## src/rtl/bin_to_bcd_converter.sv

```systemverilog
// Sequential double-dabble binary-to-BCD converter with start/busy/done
// handshake. Results (bcd, overflow, digit-valid mask) are held between
// conversions so a downstream display never sees partial values.

// Per-digit shift-and-add-3 correction: a digit >= 5 gets +3 so the
// following left shift carries correctly into the next decade.
module bcd_digit_adj (
  input  logic [3:0] digit,
  output logic [3:0] adj
);
  // add 3 to any digit of 5 or more, otherwise pass through
  always_comb adj = (digit >= 4'd5) ? (digit + 4'd3) : digit;
endmodule

module bin_to_bcd_converter #(
  parameter int BIN_WIDTH  = 27,
  parameter int NUM_DIGITS = 8
) (
  input  logic                    clk_i,
  input  logic                    rst_i,
  input  logic                    start_i,
  input  logic [BIN_WIDTH-1:0]    bin_i,
  output logic                    busy_o,
  output logic                    done_o,
  output logic                    overflow_o,
  output logic [NUM_DIGITS*4-1:0] bcd_o,
  output logic [NUM_DIGITS-1:0]   digit_valid_o
);
  localparam int BCD_W = NUM_DIGITS * 4;
  localparam int CW    = $clog2(BIN_WIDTH + 1);

  typedef enum logic {IDLE, SHIFT} state_t;

  state_t               state_q, state_d;
  logic                 accept, last_iter;
  logic [BCD_W-1:0]     bcd_q, bcd_adj, bcd_nxt, result;
  logic [BIN_WIDTH-1:0] bin_q, bin_nxt;
  logic [CW-1:0]        cnt_q;
  logic                 ovf_q, ovf_final, shift_out;
  logic [NUM_DIGITS-1:0] valid_nxt;

  // all digits corrected in parallel before the shift
  for (genvar g = 0; g < NUM_DIGITS; g++) begin : g_dig
    bcd_digit_adj u_adj (
      .digit (bcd_q[4*g +: 4]),
      .adj   (bcd_adj[4*g +: 4])
    );
  end

  // one double-dabble step: shift {bcd, bin} left, binary MSB feeds BCD bit 0;
  // whatever leaves the top digit means the value no longer fits
  assign {shift_out, bcd_nxt, bin_nxt} = {bcd_adj, bin_q, 1'b0};
  assign last_iter = (cnt_q == CW'(BIN_WIDTH - 1));
  assign ovf_final = ovf_q | shift_out;
  assign result    = ovf_final ? {NUM_DIGITS{4'h9}} : bcd_nxt;
  assign busy_o    = (state_q == SHIFT);

  // leading-zero mask: bit k set once any digit at k or above is nonzero
  always_comb begin
    logic acc;
    acc       = 1'b0;
    valid_nxt = '0;
    for (int k = NUM_DIGITS - 1; k >= 0; k--) begin
      acc          = acc | (|result[4*k +: 4]);
      valid_nxt[k] = acc;
    end
    valid_nxt[0] = 1'b1;
  end

  // state register
  always_ff @(posedge clk_i or posedge rst_i) begin
    if (rst_i) state_q <= IDLE;
    else       state_q <= state_d;
  end

  // next-state: accept in IDLE, leave SHIFT after the final iteration
  always_comb begin
    state_d = state_q;
    accept  = 1'b0;
    case (state_q)
      IDLE: begin
        if (start_i) begin
          accept  = 1'b1;
          state_d = SHIFT;
        end
      end
      SHIFT: begin
        if (last_iter) state_d = IDLE;
      end
      default: state_d = IDLE;
    endcase
  end

  // working register, iteration counter and held result outputs
  always_ff @(posedge clk_i or posedge rst_i) begin
    if (rst_i) begin
      bcd_q         <= '0;
      bin_q         <= '0;
      cnt_q         <= '0;
      ovf_q         <= 1'b0;
      done_o        <= 1'b0;
      overflow_o    <= 1'b0;
      bcd_o         <= '0;
      digit_valid_o <= NUM_DIGITS'(1);
    end else begin
      done_o <= 1'b0;
      if (accept) begin
        bin_q <= bin_i;
        bcd_q <= '0;
        cnt_q <= '0;
        ovf_q <= 1'b0;
      end else if (state_q == SHIFT) begin
        bcd_q <= bcd_nxt;
        bin_q <= bin_nxt;
        cnt_q <= cnt_q + CW'(1);
        ovf_q <= ovf_final;
        if (last_iter) begin
          bcd_o         <= result;
          overflow_o    <= ovf_final;
          digit_valid_o <= valid_nxt;
          done_o        <= 1'b1;
        end
      end
    end
  end
endmodule

```

## config.mk

```make
export PLATFORM = sky130hd
export DESIGN_NAME = bin_to_bcd_converter
export DESIGN_NICKNAME = d
export VERILOG_FILES = /design/src/rtl/bin_to_bcd_converter.sv
export SDC_FILE = /design/constraint.sdc
export NUM_CORES = 1
export LEC_CHECK = 0
export ABC_AREA = 1
export BUFFER_PORTS_ARGS = -buffer_cell sky130_fd_sc_hd__buf_2
export CAP_MARGIN = 25
export CORE_MARGIN = 2
export CORE_UTILIZATION = 61
export DETAILED_ROUTE_END_ITERATION = 7
export PLACE_DENSITY_LB_ADDON = 0.05
export SLEW_MARGIN = 20
export SYNTH_ARGS = -nofsm -noshare
export SYNTH_HDL_FRONTEND = slang
export SYNTH_SLANG_ARGS = --single-unit
```

## constraint.sdc

```tcl
create_clock -name clk_i -period 5.74 [get_ports clk_i]
set_clock_uncertainty 0.05 [all_clocks]
set_input_delay 0.861 -clock clk_i [delete_from_list [all_inputs] [get_ports clk_i]]
set_output_delay 0.861 -clock clk_i [all_outputs]
set_load 0.005 [all_outputs]
```

==> results of run 1 <==
flip-flops by register name, summed over array words and instances, names as in the netlist, 5 cells and up:
signal	count
bcd_o	32
bcd_q	32
bin_q	27
digit_valid_o	7
cnt_q	5
worst max-delay path, delay by kind of cell, from the launching register on:
family                 cells  cell delay (ps)
buffers and inverters      2              950
and+or+nand+nor            4             1090
DFF                        1              750
AOI/OAI and AO/OA          1              130
power breakdown:
group	internal (mW)	switching, mW
Sequential	1.05	0.191
Combinational	0.465	0.812
Clock	0.172	0.259
worst paths after layout:
path	depth (start not counted)	end	slack (ps)	start
min reg2reg	2	digit_valid_o[4]	440	digit_valid_o[4]
max in group asynchronous	3	digit_valid_o[4]	4020	rst_i
max reg2reg	7	digit_valid_o[1]	2630	busy_o
min in group asynchronous	2	bin_q[21]	540	rst_i
min	2	digit_valid_o[4]	440	digit_valid_o[4]
max	7	digit_valid_o[1]	2630	busy_o
metal layers:
layer / GRT usage / routed length, um / share of wire
met1: 0.370 / 5100 / 0.47
met2: 0.427 / 5250 / 0.48
met3: 0.0375 / 429 / 0.039
met4: 0.0833 / 143 / 0.013
met5: 0 / 0 / 0
area by class of cell:
class / instances / area share
Sequential cell: 107 / 0.477
Multi-Input combinational cell: 373 / 0.352
Timing Repair Buffer: 73 / 0.0660
Inverter: 74 / 0.0499
Clock buffer: 11 / 0.0252
Tap cell: 105 / 0.0234
Clock inverter: 5 / 0.00669
cell families after synthesis:
| family | share of synthesized area |
|---|---|
| xor+xnor | 0.00868 |
| fa+ha+maj | 0.0447 |
| buf+inv | 0.0777 |
| other cells | 0.000744 |
| flops | 0.531 |
| simple gates | 0.195 |
| compound gates | 0.142 |
through the flow:
step / cell area, um2 / worst slack (ps)
3_3_place_gp: 5430 / 2740
6_report: 5610 / 2630
2_1_floorplan: 5040 / 2010
3_5_place_dp: 5430 / 2630
4_1_cts: 5610 / 2620
5_1_grt: 5610 / 2360
placed cells by master (no fill, tap or decap):
cell type and count:
a21oi_1 9, a31oi_1 6, buf_2 71, buf_4 2, clkbuf_1 1, clkbuf_8 10
clkinv_1 1, clkinv_2 1, clkinv_4 1, clkinvlp_4 2, conb_1 1, dfrtp_1 107
ha_1 18, inv_1 65, inv_2 7, inv_4 1, inv_6 1, nand2_1 157
nand2_2 4, nand3_1 26, nand3b_1 1, nand4_1 14, nor2_1 24, nor2_2 1
nor2_4 2, nor2_8 1, o211ai_1 13, o21a_1 1, o21ai_0 28, o21ai_1 19
o21ai_2 1, o221ai_1 11, o22ai_1 30, or2_1 1, xor2_1 5
==> flow_metrics.env, run 1 <==
export IMPL_outcome="completed"
export IMPL_hold_slack_ps=439
export IMPL_rsz0062_at_grt="no"
export IMPL_place_inst=732
export IMPL_path_cells="inv_2 -> nor2_4 -> inv_2 -> nor2_8 -> nand2_1 -> o22ai_1 -> nand4_1"
export IMPL_synthTopCellsByArea="dfrtp_1 (53%), nand2_1 (12%), inv_1 (4.9%)"
export IMPL_cap_violations=0
export IMPL_layout_cells_non_filler=748
export IMPL_synthArstFlopShare=1.00
export IMPL_seq_area_um2=2680
export IMPL_core_rowCount=33
export IMPL_setup_violations=0
export IMPL_critPathLaunchType="flip-flop"
export IMPL_gp_congestion=0.883
export IMPL_grt_max_degree=59
export IMPL_drive_gt1_frac=0.163
export IMPL_cts_hold_buf=0
export IMPL_coreArea_um2=8130
export IMPL_slowest_delay_ps=750
export IMPL_multiInputGateArea_um2=1970
export IMPL_syn_cell_area_um2=5040
export IMPL_area_growth_pct=11.3
export IMPL_hold_class="reg2reg"
export IMPL_p_leak_nw=2.83
export IMPL_numCtsBuffers=9
export IMPL_total_power_mw=2.95
export IMPL_initial_core_util=0.620
export IMPL_die_area_um2=9010
export IMPL_synth_edff_count=0
export IMPL_fmax_mhz=322
export IMPL_fillers=684
export IMPL_cts_htree_levels=3
export IMPL_path_common_cell="inv_2"
export IMPL_die_w_um=94.9
export IMPL_slew_viol_final=0
export IMPL_critical_path_arrival_ps=3300
export IMPL_seq_area_frac_synth=0.531
export IMPL_mappedNetlistNets=625
export IMPL_final_antenna_net_count=0
export IMPL_critPathSlowestCell="dfrtp_1"
export IMPL_hold_viol=0
export IMPL_peakVddDrop_mv=0.255
export IMPL_wl_per_cell_um=14.6
export IMPL_grt_pass1_vias=3927
export IMPL_max_slew_worst_pin_slew_ps=901
export IMPL_crit_required_ps=5940
export IMPL_clk_latency_ps=370
export IMPL_cts_setup_buffers=0
export IMPL_place_hpwl_mm=7.58
export IMPL_antennaDiodeCount=0
export IMPL_end_kind="flip-flop"
export IMPL_post_synth_top_count_cell="nand2_1"
export IMPL_finalSetupTns_ps=0
export IMPL_syn_area_per_cell_um2=8.74
export IMPL_cts_sinks=107
export IMPL_synth_top_area_frac=0.531
export IMPL_wirelength_mm=10.9
export IMPL_grt_ovfl_total=0
export IMPL_worstPathMaxFanout=49
export IMPL_cts_root_buffer="clkbuf_8"
export IMPL_critPathKind="reg2reg"
export IMPL_power_density_nw_per_um2=526
export IMPL_grt_first_pass_wirelength_mm=18.5
export IMPL_yosys_top_cells_count="nand2_1 (157), dfrtp_1 (107), inv_1 (66)"
export IMPL_ios=73
export IMPL_die_y_um=94.9
export IMPL_min_period_ps=3110
export IMPL_yosysTopAreaCell="dfrtp_1"
export IMPL_fin_nets=686
export IMPL_dr_total_vias=4133
export IMPL_firstDrtPassIters=5
export IMPL_relSlewSlack=0.399
export IMPL_drcViolationCount=0
export IMPL_track_usage=0.264
export IMPL_cts_resized=0
export IMPL_final_util=0.690
export IMPL_min_period_over_period=0.541
export IMPL_synth_seq_cells=107
export IMPL_antenna_found_initial=0
export IMPL_yosys_cell_types_count=31
export IMPL_clk_pin_slew_ps=100
export IMPL_ys_warn_count=0
export IMPL_drtIter0Drc=220
export IMPL_viasPerCell=5.53
export IMPL_syn_inst=577
export IMPL_synthFlopType="dfrtp_1"
export IMPL_cts_tree="built"
export IMPL_port_buffers=71
export IMPL_cts_buffer_depth=2
Note: power is estimated with default switching activity, not from simulation.
==> run 2, diff against run 1 <==
--- a/config.mk
+++ b/config.mk
@@ -5,11 +5,11 @@
 export SDC_FILE = /design/constraint.sdc
 export NUM_CORES = 1
 export LEC_CHECK = 0
-export ABC_AREA = 1
+export ABC_AREA = 0
 export BUFFER_PORTS_ARGS = -buffer_cell sky130_fd_sc_hd__buf_2
 export CAP_MARGIN = 25
 export CORE_MARGIN = 2
-export CORE_UTILIZATION = 61
+export CORE_UTILIZATION = 58
 export DETAILED_ROUTE_END_ITERATION = 7
 export PLACE_DENSITY_LB_ADDON = 0.05
 export SLEW_MARGIN = 20
==> constraint.sdc (replaced) <==
create_clock -name clk_i -period 3.3 [get_ports clk_i]
set_clock_uncertainty 0.05 [all_clocks]
set_input_delay 0.495 -clock clk_i [delete_from_list [all_inputs] [get_ports clk_i]]
set_output_delay 0.495 -clock clk_i [all_outputs]
set_load 0.005 [all_outputs]
==> run 2 against run 1 <==
Register-to-register slack got worse by 1800 ps. Highest routed layer unchanged. Maximum frequency rose by 24%. Sequential share of layout area fell by 2.8 points. Worst hold slack got worse by 380 ps. Setup slack got worse by 1800 ps. Via count did not move. Final cell count fell by 4.1%. Critical endpoint unchanged. Routed wire length rose by 2.1%. Largest cell class unchanged. Clock-buffer cell count did not move. Clock power rose by 84%. Non-clock buffer count rose by 6. Design area rose by 6.3%.
==> flow_metrics.env, run 2 <==
export IMPL_outcome="completed"
export IMPL_die_y_um=99.9
export IMPL_initial_core_util=0.605
export IMPL_cts_resized=0
export IMPL_synthArstFlopShare=1.00
export IMPL_synthTopCellsByArea="dfrtp_1 (50%), o21ai_0 (6.4%), mux2i_1 (6.2%)"
export IMPL_syn_area_per_cell_um2=9.73
export IMPL_clk_latency_ps=370
export IMPL_synthXorXnorAreaFrac=0.0181
export IMPL_cts_buffer_depth=2
export IMPL_power_density_nw_per_um2=912
export IMPL_final_cell_mix="dfrtp_1 (106), buf_2 (71), o21ai_0 (68), nand2_1 (62), nor2_1 (35)"
export IMPL_reg2reg_depth=8
export IMPL_slowest_delay_ps=670
export IMPL_wirelength_mm=11.2
export IMPL_yosysTopAreaCell="dfrtp_1"
export IMPL_coreArea_um2=8810
export IMPL_hold_class="in2async"
export IMPL_area_growth_pct=11.9
export IMPL_dr_total_vias=4133
export IMPL_syn_cell_area_um2=5330
export IMPL_cts_sinks=107
export IMPL_r2r_end="digit_valid_o[1]"
export IMPL_ios=73
export IMPL_synth_seq_cells=107
export IMPL_die_w_um=99.9
export IMPL_drcViolationCount=0
export IMPL_viasPerCell=5.76
export IMPL_critical_path_arrival_ps=2700
export IMPL_port_buffers=71
export IMPL_setup_violations=0
export IMPL_yosys_area_share_simple=0.160
export IMPL_clk_pin_slew_ps=110
export IMPL_gp_congestion=0.793
export IMPL_setup_ws_ps=806
export IMPL_path_cells="inv_1 -> ha_1 -> nand2b_1 -> nor3b_1 -> a211oi_2 -> o2111a_1 -> and4_4 -> a21oi_1"
export IMPL_max_slew_worst_pin_slew_ps=853
export IMPL_finalSetupTns_ps=0
export IMPL_fillers=746
export IMPL_hold_viol=0
export IMPL_end_kind="flip-flop"
export IMPL_yosys_cell_types_count=44
export IMPL_relSlewSlack=0.431
export IMPL_firstDrtPassIters=4
export IMPL_min_period_ps=2490
export IMPL_layout_cells_non_filler=717
export IMPL_track_usage=0.241
export IMPL_final_common_cell="dfrtp_1"
export IMPL_synth_edff_count=0
export IMPL_grt_first_pass_wirelength_mm=19.3
export IMPL_peakVddDrop_mv=0.368
export IMPL_final_antenna_net_count=0
export IMPL_synth_compound_gate_area_share=0.163
export IMPL_cts_htree_levels=3
export IMPL_rrSetupSlack_ps=810
export IMPL_slew_viol_final=0
export IMPL_critPathSlowestCell="a211oi_2"
export IMPL_synthFlopType="dfrtp_1"
export IMPL_worstPathMaxFanout=12
export IMPL_fmax_mhz=401
export IMPL_syn_inst=548
export IMPL_mappedNetlistNets=596
export IMPL_p_leak_nw=2.85
export IMPL_post_synth_top_count_cell="dfrtp_1"
export IMPL_cts_setup_buffers=0
export IMPL_antennaDiodeCount=0
export IMPL_cap_violations=0
export IMPL_crit_required_ps=3510
export IMPL_cts_tree="built"
export IMPL_yosys_top_cells_count="dfrtp_1 (107), o21ai_0 (68), nand2_1 (62)"
export IMPL_rsz0062_at_grt="no"
export IMPL_grt_max_degree=99
export IMPL_core_rowCount=34
export IMPL_largest_registers="bcd_o: 32 flops, bcd_q: 32 flops, bin_q: 27 flops"
export IMPL_fin_nets=652
export IMPL_grt_ovfl_total=0
export IMPL_numCtsBuffers=9
export IMPL_synth_top_area_frac=0.502
export IMPL_muxShareOfSynthArea=0.0704
export IMPL_synth_top_family_by_area="compound AO/OA/AOI/OAI gates"
export IMPL_wl_per_cell_um=15.6
export IMPL_antenna_found_initial=0
export IMPL_place_hpwl_mm=7.50
export IMPL_drive_gt1_frac=0.177
export IMPL_seq_area_frac_synth=0.502
export IMPL_cts_hold_buf=0
export IMPL_min_period_over_period=0.756
export IMPL_pre_cts_slack_ps=821
export IMPL_die_area_um2=9970
export IMPL_total_power_mw=5.44
export IMPL_cts_root_buffer="clkbuf_8"
export IMPL_critPathKind="reg2reg"
export IMPL_place_inst=701
export IMPL_drtIter0Drc=216
export IMPL_ys_warn_count=0
export IMPL_grt_pass1_vias=4046
export IMPL_synthAdderAreaFrac=0.0423
export IMPL_rr_startpoint="bcd_q[28]"
export IMPL_critPathLaunchType="flip-flop"
run 2: cell types whose count changed after synthesis, sizes merged, moves of 12 or more:
| cell | delta |
|---|---|
| a21oi | +18 |
| o22ai | -29 |
| nor3b | +14 |
| nand3 | -17 |
| o21ai | +21 |
| o211ai | -12 |
| nand2b | +16 |
| inv | -50 |
| a22o | +12 |
| nand2 | -99 |
| mux2i | +33 |
run 2: critical path, delay by kind of cell, from the launching register on:
family | cells | cell delay (ps)
flip-flops | 1 | 450
AND/OR/NAND/NOR | 3 | 480
adder cells (fa/ha/maj) | 1 | 220
AO/OA/AOI/OAI | 3 | 1070
buffers and inverters | 1 | 120
run 2: cell families after synthesis:
logic type / count (synthesis)
and+or+nand+nor: 171
AOI/OAI and AO/OA: 146
adders and majority gates: 18
DFF: 107
other: 1
muxes: 37
xor gates and xnor gates: 11
buffers and inverters: 57
run 2: metrics by stage:
| stage | cell area, um2 | utilization | hold WS (ps) |
|---|---|---|---|
| floorplan | 5330 | - | 399 |
| global placement | 5770 | 0.655 | 411 |
| detailed placement | 5770 | 0.655 | 408 |
| CTS | 5960 | 0.677 | 67.9 |
| global route | 5960 | 0.677 | 87.7 |
| finish | 5960 | 0.677 | 61.2 |
run 2: worst max-delay path by stage:
stage                   start               end
floorplan           bcd_q[28]  digit_valid_o[1]
global placement    bcd_q[28]  digit_valid_o[1]
detailed placement  bcd_q[28]  digit_valid_o[1]
CTS                 bcd_q[28]  digit_valid_o[1]
global route        bcd_q[28]  digit_valid_o[2]
finish              bcd_q[28]  digit_valid_o[1]
run 2: layout make-up:
class,count,area [um2],area share
inverter,23,90.1,0.0151
timing repair buffer,79,440,0.0738
sequential,107,2680,0.449
clock buffer,11,151,0.0254
clock inverter,5,42.5,0.00713
tap,108,135,0.0227
multi-input combinational,384,2430,0.407
run 2: metal layers:
metal  wire (um)  GRT usage  part of all wire  vias up
li1            -          -                 -     2029
met1        5320      0.343              0.48     1990
met2        5070      0.383              0.45      102
met3         607     0.0481             0.054       12
met4         158     0.0653             0.014        0
met5           0          0                 0        -
run 2: report_power, final:
group	internal (mW)	switching [mW]
Combinational	1.01	1.37
Sequential	1.83	0.436
Clock	0.327	0.465
==> run 3, diff against run 2 <==
--- a/config.mk
+++ b/config.mk
@@ -5,11 +5,11 @@
 export SDC_FILE = /design/constraint.sdc
 export NUM_CORES = 1
 export LEC_CHECK = 0
-export ABC_AREA = 0
+export ABC_AREA = 1
 export BUFFER_PORTS_ARGS = -buffer_cell sky130_fd_sc_hd__buf_2
 export CAP_MARGIN = 25
 export CORE_MARGIN = 2
-export CORE_UTILIZATION = 58
+export CORE_UTILIZATION = 57
 export DETAILED_ROUTE_END_ITERATION = 7
 export PLACE_DENSITY_LB_ADDON = 0.05
 export SLEW_MARGIN = 20
==> constraint.sdc (replaced) <==
create_clock -name clk_i -period 2.5 [get_ports clk_i]
set_clock_uncertainty 0.05 [all_clocks]
set_input_delay 0.375 -clock clk_i [delete_from_list [all_inputs] [get_ports clk_i]]
set_output_delay 0.375 -clock clk_i [all_outputs]
set_load 0.005 [all_outputs]
==> run 3 against run 2 <==
Clock-buffer cell count decreased by 1. Flip-flop and latch count unchanged. Final cell count rose by 6.3%. Global-route usage increased by 0.088 points. Register-to-register slack worse by 430 ps. Routed wire length increased by 0.61%. Core utilization is 0.91 points lower. Via count up 2.3%. Die area fell by 3.6%. Critical path depth is 5 higher. Total power is 29% higher.
==> flow_metrics.env, run 3 (synthesis gave the netlist of run 1 again) <==
export IMPL_outcome="completed"
export IMPL_final_common_cell="nand2_1"
export IMPL_cts_buffer_depth=2
export IMPL_rrSetupSlack_ps=380
export IMPL_drive_gt1_frac=0.179
export IMPL_critPathSlowestCell="dfrtp_1"
export IMPL_fin_nets=697
export IMPL_die_y_um=98.1
export IMPL_grt_pass1_vias=4079
export IMPL_max_slew_worst_pin_slew_ps=801
export IMPL_clk_latency_ps=380
export IMPL_reg2reg_depth=13
export IMPL_grt_first_pass_wirelength_mm=19.0
export IMPL_cts_root_buffer="clkbuf_8"
export IMPL_relSlewSlack=0.465
export IMPL_critPathBufInv=2
export IMPL_rr_startpoint="bcd_q[28]"
export IMPL_numCtsBuffers=9
export IMPL_wirelength_mm=11.2
export IMPL_die_w_um=98.1
export IMPL_die_area_um2=9610
export IMPL_critical_path_arrival_ps=2330
export IMPL_area_growth_pct=14.4
export IMPL_wl_per_cell_um=14.7
export IMPL_cts_tree="built"
export IMPL_setup_violations=0
export IMPL_cts_sinks=107
export IMPL_path_cells="inv_1 -> ha_1 -> inv_1 -> nand2_2 -> nand2_1 -> nand2_1 -> nor2_2 -> nor2_4 -> nand2_1 -> nor2_1 -> nand4_1 -> nand2_2 -> nand4_1"
export IMPL_port_buffers=71
export IMPL_cts_hold_buf=0
export IMPL_cpLargestDelayFamily="simple AND/OR/NAND/NOR gates"
export IMPL_cap_violations=0
export IMPL_grt_max_degree=36
export IMPL_critPathKind="reg2reg"
export IMPL_final_cell_mix="nand2_1 (157), dfrtp_1 (107), buf_2 (71), inv_1 (65), o22ai_1 (30)"
export IMPL_cp_endpoint="digit_valid_o[1]"
export IMPL_r2r_end="digit_valid_o[1]"
export IMPL_cp_startpoint="bcd_q[28]"
export IMPL_dr_total_vias=4226
export IMPL_power_density_nw_per_um2=1220
export IMPL_slowest_delay_ps=440
export IMPL_critPathLaunchType="flip-flop"
export IMPL_cts_resized=0
export IMPL_cts_htree_levels=3
export IMPL_slew_viol_final=0
export IMPL_cts_setup_buffers=0
export IMPL_p_leak_nw=2.92
export IMPL_firstDrtPassIters=5
export IMPL_path_common_cell="nand2_1"
export IMPL_min_period_ps=2120
export IMPL_worstSetupPathDepth=13
export IMPL_ios=73
export IMPL_end_kind="flip-flop"
export IMPL_viasPerCell=5.55
export IMPL_drcViolationCount=0
export IMPL_clk_pin_slew_ps=100
export IMPL_total_power_mw=7.01
export IMPL_final_antenna_net_count=0
export IMPL_gp_congestion=0.916
export IMPL_hold_viol=0
export IMPL_track_usage=0.242
export IMPL_rsz0062_at_grt="no"
export IMPL_core_rowCount=34
export IMPL_crit_required_ps=2710
export IMPL_place_hpwl_mm=7.90
export IMPL_coreArea_um2=8640
export IMPL_grt_ovfl_total=0
export IMPL_worstPathMaxFanout=13
export IMPL_fmax_mhz=471
export IMPL_peakVddDrop_mv=0.616
export IMPL_largest_registers="bcd_o: 32 flops, bcd_q: 32 flops, bin_q: 27 flops"
export IMPL_drtIter0Drc=179
export IMPL_initial_core_util=0.584
export IMPL_hold_class="in2async"
export IMPL_antennaDiodeCount=0
export IMPL_antenna_found_initial=0
export IMPL_finalSetupTns_ps=0
export IMPL_min_period_over_period=0.849
## run 3: cell count changes in the layout (fill, tap and decap cells not counted), moves of 14 or more
cell / previous run / this run
nand2b_1: 16 / 0
inv_1: 22 / 65
o21ai_0: 68 / 28
o21ai_1: 0 / 19
nand3_1: 9 / 26
mux2i_1: 33 / 0
o22ai_1: 1 / 30
nand2_1: 62 / 157
a21oi_1: 26 / 9
nor3b_1: 14 / 0
## run 3: final cells by class
| cell class | instances | area (um2) |
|---|---|---|
| clock buffers | 10 | 138 |
| clock inverters | 6 | 87.6 |
| fillers | 743 | 2870 |
| inverters | 74 | 282 |
| multi-input cells | 373 | 1970 |
| flip-flops and latches | 107 | 2680 |
| well taps | 108 | 135 |
| repair buffers | 84 | 478 |
## run 3: where the power goes
| part | switching, mW | leakage, nW | internal [mW] |
|---|---|---|---|
| sequential | 0.413 | 1.35 | 2.42 |
| clock | 0.598 | 0.117 | 0.594 |
| combinational | 1.90 | 1.45 | 1.09 |
| total | 2.91 | 2.92 | 4.11 |
## run 3: worst min-delay path by stage
stage / end / depth (start not counted) / slack (ps) / from
4_1_cts: bin_q[7] / 2 / 100 / rst_i
5_1_grt: bin_q[11] / 2 / 140 / rst_i
3_5_place_dp: bcd_o[11] / 2 / 420 / bcd_o[11]
2_1_floorplan: cnt_q[4] / 1 / 410 / cnt_q[4]
3_3_place_gp: bcd_o[11] / 2 / 410 / bcd_o[11]
6_report: bin_q[22] / 2 / 90 / rst_i
## run 3: worst register-to-register path, delay by kind of cell, from the launching register on
| kind | cells | cell delay, ps |
|---|---|---|
| adders and majority gates | 1 | 180 |
| DFF | 1 | 440 |
| buffers and inverters | 2 | 180 |
| and+or+nand+nor | 10 | 1170 |
## run 3: stage by stage
step	std cells	hold WS, ps	area (um2)	utilization	worst slack, ps
global placement	746	411	5550	0.642	559
detailed placement	746	417	5550	0.642	415
floorplan	577	408	5050	-	753
CTS	762	103	5770	0.668	380
global route	762	139	5770	0.668	181
finish	762	85.1	5770	0.668	377
## run 3: routing by layer
| layer | wire, um | up-vias | global-route usage |
|---|---|---|---|
| met4 | 183 | 0 | 0.0823 |
| met5 | 0 | - | 0 |
| met2 | 5420 | 97 | 0.388 |
| li1 | - | 2057 | - |
| met1 | 5150 | 2055 | 0.336 |
| met3 | 466 | 17 | 0.0458 |
